$ cat src/rtl/nlfsr_core_if.sv
// Host/tap-stage bundle for the NLFSR state register.
// master: host and tap/XOR stage side; slave: nlfsr_core.
interface nlfsr_core_if #(
  parameter int SIZE  = 32,
  parameter int CNT_W = 32
);
  logic             start;
  logic [SIZE-1:0]  seed;
  logic [CNT_W-1:0] steps;
  logic             feedback;
  logic [SIZE-1:0]  register;
  logic             xor_start;
  logic             out_bit;
  logic             busy;
  logic             done;
  logic             period_found;
  logic             zero_seed;
  logic [CNT_W-1:0] cycle_count;

  modport master (
    output start, seed, steps, feedback,
    input  register, xor_start, out_bit, busy, done,
           period_found, zero_seed, cycle_count
  );

  modport slave (
    input  start, seed, steps, feedback,
    output register, xor_start, out_bit, busy, done,
           period_found, zero_seed, cycle_count
  );
endinterface

$ cat src/rtl/nlfsr_core.sv
// NLFSR state register: loads a seed, shifts in the external feedback bit once
// per cycle, and stops on a step limit or when the state returns to the seed.
// The shift count of the finished run is reported so the host can measure the
// period of a tap set. SIZE must be at least 20 (tap stage reads bit 19).
module nlfsr_core #(
  parameter int SIZE  = 32,
  parameter int CNT_W = 32
) (
  input  logic          clk,
  input  logic          res,
  nlfsr_core_if.slave   bus
);

  typedef enum logic [1:0] {
    S_IDLE = 2'd0,
    S_RUN  = 2'd1,
    S_DONE = 2'd2
  } state_t;

  state_t           r_state;
  logic [SIZE-1:0]  r_register;
  logic [SIZE-1:0]  r_seed_q;
  logic [CNT_W-1:0] r_steps_q;
  logic [CNT_W-1:0] r_cycle_count;
  logic             r_busy;
  logic             r_done;
  logic             r_period_found;
  logic             r_zero_seed;

  logic [SIZE-1:0]  w_nxt;
  logic [CNT_W-1:0] w_cnt_inc;

  // New bit enters at the MSB; the LSB leaves as the keystream bit.
  assign w_nxt     = {bus.feedback, r_register[SIZE-1:1]};
  assign w_cnt_inc = r_cycle_count + CNT_W'(1);

  // Control FSM with registered status outputs; seed match wins over the limit.
  always_ff @(posedge clk) begin
    if (res) begin
      r_state        <= S_IDLE;
      r_register     <= '0;
      r_seed_q       <= '0;
      r_steps_q      <= '0;
      r_cycle_count  <= '0;
      r_busy         <= 1'b0;
      r_done         <= 1'b0;
      r_period_found <= 1'b0;
      r_zero_seed    <= 1'b0;
    end else begin
      r_done <= 1'b0;
      case (r_state)
        S_IDLE: begin
          if (bus.start) begin
            r_register     <= bus.seed;
            r_seed_q       <= bus.seed;
            r_steps_q      <= bus.steps;
            r_cycle_count  <= '0;
            r_period_found <= 1'b0;
            r_zero_seed    <= 1'b0;
            if (bus.seed == '0) begin
              // An all-zero state can never leave zero under most tap sets.
              r_zero_seed <= 1'b1;
              r_done      <= 1'b1;
              r_state     <= S_DONE;
            end else if (bus.steps == '0) begin
              r_done  <= 1'b1;
              r_state <= S_DONE;
            end else begin
              r_busy  <= 1'b1;
              r_state <= S_RUN;
            end
          end
        end
        S_RUN: begin
          r_register    <= w_nxt;
          r_cycle_count <= w_cnt_inc;
          if (w_nxt == r_seed_q) begin
            r_period_found <= 1'b1;
            r_busy         <= 1'b0;
            r_done         <= 1'b1;
            r_state        <= S_DONE;
          end else if (w_cnt_inc == r_steps_q) begin
            // Counter stops here, so it can never wrap inside a run.
            r_busy  <= 1'b0;
            r_done  <= 1'b1;
            r_state <= S_DONE;
          end
        end
        S_DONE: begin
          // start is deliberately ignored here.
          r_state <= S_IDLE;
        end
        default: begin
          r_busy  <= 1'b0;
          r_state <= S_IDLE;
        end
      endcase
    end
  end

  assign bus.register     = r_register;
  assign bus.xor_start    = r_busy;
  assign bus.out_bit      = r_register[0];
  assign bus.busy         = r_busy;
  assign bus.done         = r_done;
  assign bus.period_found = r_period_found;
  assign bus.zero_seed    = r_zero_seed;
  assign bus.cycle_count  = r_cycle_count;

endmodule
$ cat src/flat_wrapper.sv
// flat-port wrapper written by rule: the top's interface ports become plain ports
module nlfsr_core_flat 
#(
  parameter int SIZE  = 32,
  parameter int CNT_W = 32
)
  (clk, res, bus_start, bus_seed, bus_steps, bus_feedback, bus_register, bus_xor_start, bus_out_bit, bus_busy, bus_done, bus_period_found, bus_zero_seed, bus_cycle_count);
  nlfsr_core_if #(.SIZE(SIZE), .CNT_W(CNT_W)) bus_i ();
  input  logic clk;
  input  logic res;
  input wire logic [$bits(bus_i.start)-1:0] bus_start;
  input wire logic [$bits(bus_i.seed)-1:0] bus_seed;
  input wire logic [$bits(bus_i.steps)-1:0] bus_steps;
  input wire logic [$bits(bus_i.feedback)-1:0] bus_feedback;
  output wire logic [$bits(bus_i.register)-1:0] bus_register;
  output wire logic [$bits(bus_i.xor_start)-1:0] bus_xor_start;
  output wire logic [$bits(bus_i.out_bit)-1:0] bus_out_bit;
  output wire logic [$bits(bus_i.busy)-1:0] bus_busy;
  output wire logic [$bits(bus_i.done)-1:0] bus_done;
  output wire logic [$bits(bus_i.period_found)-1:0] bus_period_found;
  output wire logic [$bits(bus_i.zero_seed)-1:0] bus_zero_seed;
  output wire logic [$bits(bus_i.cycle_count)-1:0] bus_cycle_count;
  assign bus_i.start = bus_start;
  assign bus_i.seed = bus_seed;
  assign bus_i.steps = bus_steps;
  assign bus_i.feedback = bus_feedback;
  assign bus_register = bus_i.register;
  assign bus_xor_start = bus_i.xor_start;
  assign bus_out_bit = bus_i.out_bit;
  assign bus_busy = bus_i.busy;
  assign bus_done = bus_i.done;
  assign bus_period_found = bus_i.period_found;
  assign bus_zero_seed = bus_i.zero_seed;
  assign bus_cycle_count = bus_i.cycle_count;
  nlfsr_core #(.SIZE(SIZE), .CNT_W(CNT_W)) u_core (.clk(clk), .res(res), .bus(bus_i));
endmodule
$ cat config.mk
export PLATFORM = sky130hd
export DESIGN_NAME = nlfsr_core_flat
export DESIGN_NICKNAME = d
export VERILOG_FILES = /design/src/rtl/nlfsr_core_if.sv /design/src/rtl/nlfsr_core.sv /design/src/flat_wrapper.sv
export SDC_FILE = /design/constraint.sdc
export NUM_CORES = 1
export LEC_CHECK = 0
export CAP_MARGIN = 40
export CORE_ASPECT_RATIO = 1.25
export CORE_MARGIN = 2
export CORE_UTILIZATION = 45
export CTS_CLUSTER_DIAMETER = 100
export DETAILED_ROUTE_END_ITERATION = 10
export GPL_TIMING_DRIVEN = 0
export PLACE_DENSITY = 0.72
export SETUP_SLACK_MARGIN = 0.02
export SLEW_MARGIN = 20
export SYNTH_ARGS = -nofsm -noshare
export SYNTH_HDL_FRONTEND = slang
export SYNTH_SLANG_ARGS = --single-unit
$ cat constraint.sdc
create_clock -name clk -period 3.1 [get_ports clk]
set_input_delay 0.62 -clock clk [delete_from_list [all_inputs] [get_ports clk]]
set_output_delay 0.62 -clock clk [all_outputs]
set_load 0.03 [all_outputs]
==> flow_summary.ini <==
[run_status]
status = complete, no violations

[synthesis]
synth_most_common_cell = nand2_1
ys_types = 56
yosys_register_bits = 134
syn-num-nets = 968
ys_warn_count = 0
ys.flop_type = dfxtp_1
synth_top_area_frac = 0.393
avgSynthCellArea_um2 = 7.59
synth-seq-area-share = 0.393
syn_area_mm2 = 0.00682
synth_common_cells = 193 x nand2_1, 134 x dfxtp_1, 95 x a21oi_1
synth_area_leaders = dfxtp_1 39%, nand2_1 11%, a21oi_1 7.0%
synth_area_leader_cell = dfxtp_1
synth_edf_count = 0
synth-async-reset-ratio = 0
synthCells = 899

[sta]
relSlewSlack = 0.434
worst_slack_ns = 0.122
hold_viol_final = 0
fin_crit_sh = 0.961
fmax_ghz = 0.336
skew_ns = 0.00569
slew_viol_final = 0
tightest_slew_ns = 0.848
setup_viol_count_final = 0
fin_crit_ns = 2.98
holdWs_ns = 0.468

[grt]
antenna_found_initial = 0
grt_max_degree = 17
grt_first_pass_wirelength_um = 36000
grt_pass1_vias = 6738
grt_overflow_total = 0
grt_usage = 0.290

[placement]
dp_hpwl_um = 17200
pre_cts_slack_ns = -0.559
placed_cells = 1217
place_congestion = 0.970
portBuffers = 136

[floorplan]
coreArea_mm2 = 0.0149
start_util = 0.458
die_w_um = 114
dieArea_mm2 = 0.0162
die_h_um = 142
placement_rows = 50
ios = 138

[routing]
first_pass_iters = 5
wl_per_cell_um = 18.8
drtIter0Drc = 556
routed-via-count = 7341
via_per_inst = 5.84
final_antenna_net_count = 0
drc = 0
drt_wl_total_um = 23600

[clock_network]
cts_tree = built
cts_inserted_buffers = 17
h-tree-depth = 4
cts_root_buf = clkbuf_16
clock_latency_ns = 0.44
path_clk_slew_ns = 0.06
clockBufferDepth = 2
ctsHoldBuffers = 0
cts.sinks = 134

[power]
vdd_drop_max_mv = 0.340
p_per_area_mw_per_mm2 = 518
p_total_mw = 4.76
p_leak_nw = 3.41

[critical_path]
critPathKind = reg -> reg
crit_path_start_kind = flip-flop
crit_arrival_ns = 3.32
critPathMaxFanout = 7
cp_data_required_time_ns = 3.44
end_kind = flip-flop

[finish]
diodes = 0
nNetsFinal = 1130
final_cells = 1256
drive_gt1_frac = 0.0736
area_growth_pct = 34.7

[run]
max_cap_viol_count = 0

[min_path]
holdCritPathClass = reg -> reg
## final timing paths
kind         cells past startpoint  slack (ns)             endpoint                       start
max                              9        0.12      u_core.bus.done  u_core.bus.cycle_count[11]
min                              2        0.47  u_core.r_seed_q[14]         u_core.r_seed_q[14]
max reg2reg                      9        0.12      u_core.bus.done  u_core.bus.cycle_count[11]
min reg2reg                      2        0.47  u_core.r_seed_q[14]         u_core.r_seed_q[14]
## worst max-delay path, cell delays in order (launching register included)
cell     delay, ns
dfxtp_1       0.32
buf_2         0.20
nand4_4       0.17
or4_4         0.64
or3_1         0.37
a211o_1       0.30
nor4_1        0.28
a41o_1        0.24
a21oi_1       0.11
nor3_2        0.25
## flip-flops by register name, indices dropped and copies added, names as in the netlist
signal / flops
u_core.r_steps_q: 32
u_core.bus.cycle_count: 32
u_core.r_state: 2
u_core.r_seed_q: 32
u_core.bus.register: 32
u_core.bus.zero_seed: 1
u_core.bus.period_found: 1
u_core.bus.done: 1
u_core.bus.busy: 1
## cell type report
| type | count | area (um^2) |
|---|---|---|
| plain buffers | 74 | 333 |
| clock buffers | 20 | 457 |
| clock inverters | 12 | 129 |
| fillers | 1365 | 5700 |
| inverters | 5 | 18.8 |
| multi-input cells | 686 | 3910 |
| flip-flops and latches | 134 | 2700 |
| well taps | 182 | 228 |
| repair buffers | 143 | 1410 |
## routing by layer
metal	up-vias	wire [um]	global-route usage
met2	333	11800	0.496
li1	3506	-	-
met5	-	0	0
met4	0	769	0.116
met3	64	1810	0.0645
met1	3438	9230	0.352
## report_power, final
part / switching, mW / internal (mW)
logic: 0.495 / 0.335
clock network: 0.791 / 1.22
registers: 0.100 / 1.82
total: 1.39 / 3.38
## repair_timing
item | in CTS | in global routing
pin swaps | 2 | 4
endpoints found under the setup margin | 4 | 4
buffers inserted | 0 | 7
resized for setup | 10 | 28
## metrics by stage
stage / cell area [um^2] / utilization / TNS (ns)
finish: 9190 / 0.617 / 0
global placement: 8410 / 0.565 / -2.30
floorplan: 6820 / - / 0
global route: 9190 / 0.617 / -0.00894
CTS: 9030 / 0.607 / 0
detailed placement: 8420 / 0.565 / -1.72
## layout by cell type, fill, tap and decap left out, types with 9 or more instances in the layout
master,instances
xnor2_1,30
nand4_1,18
o21ai_0,25
nand3_1,13
o22ai_1,11
a311oi_1,26
nor2_1,80
nor3_1,27
nand2_1,193
clkbuf_16,17
a31oi_1,9
clkbuf_1,57
dfxtp_1,127
a21oi_1,95
buf_4,13
nor4_1,35
xor2_1,44
clkdlybuf4s50_1,136
## cells by family after synthesis
family                   share of synthesized area
flip-flops                                   0.393
XOR/XNOR                                    0.0950
buffers and inverters                       0.0497
AND/OR/NAND/NOR                              0.282
AO/OA/AOI/OAI                                0.174
adder cells (fa/ha/maj)                    0.00183
multiplexers                               0.00459
(Power assumes the default switching activity.)
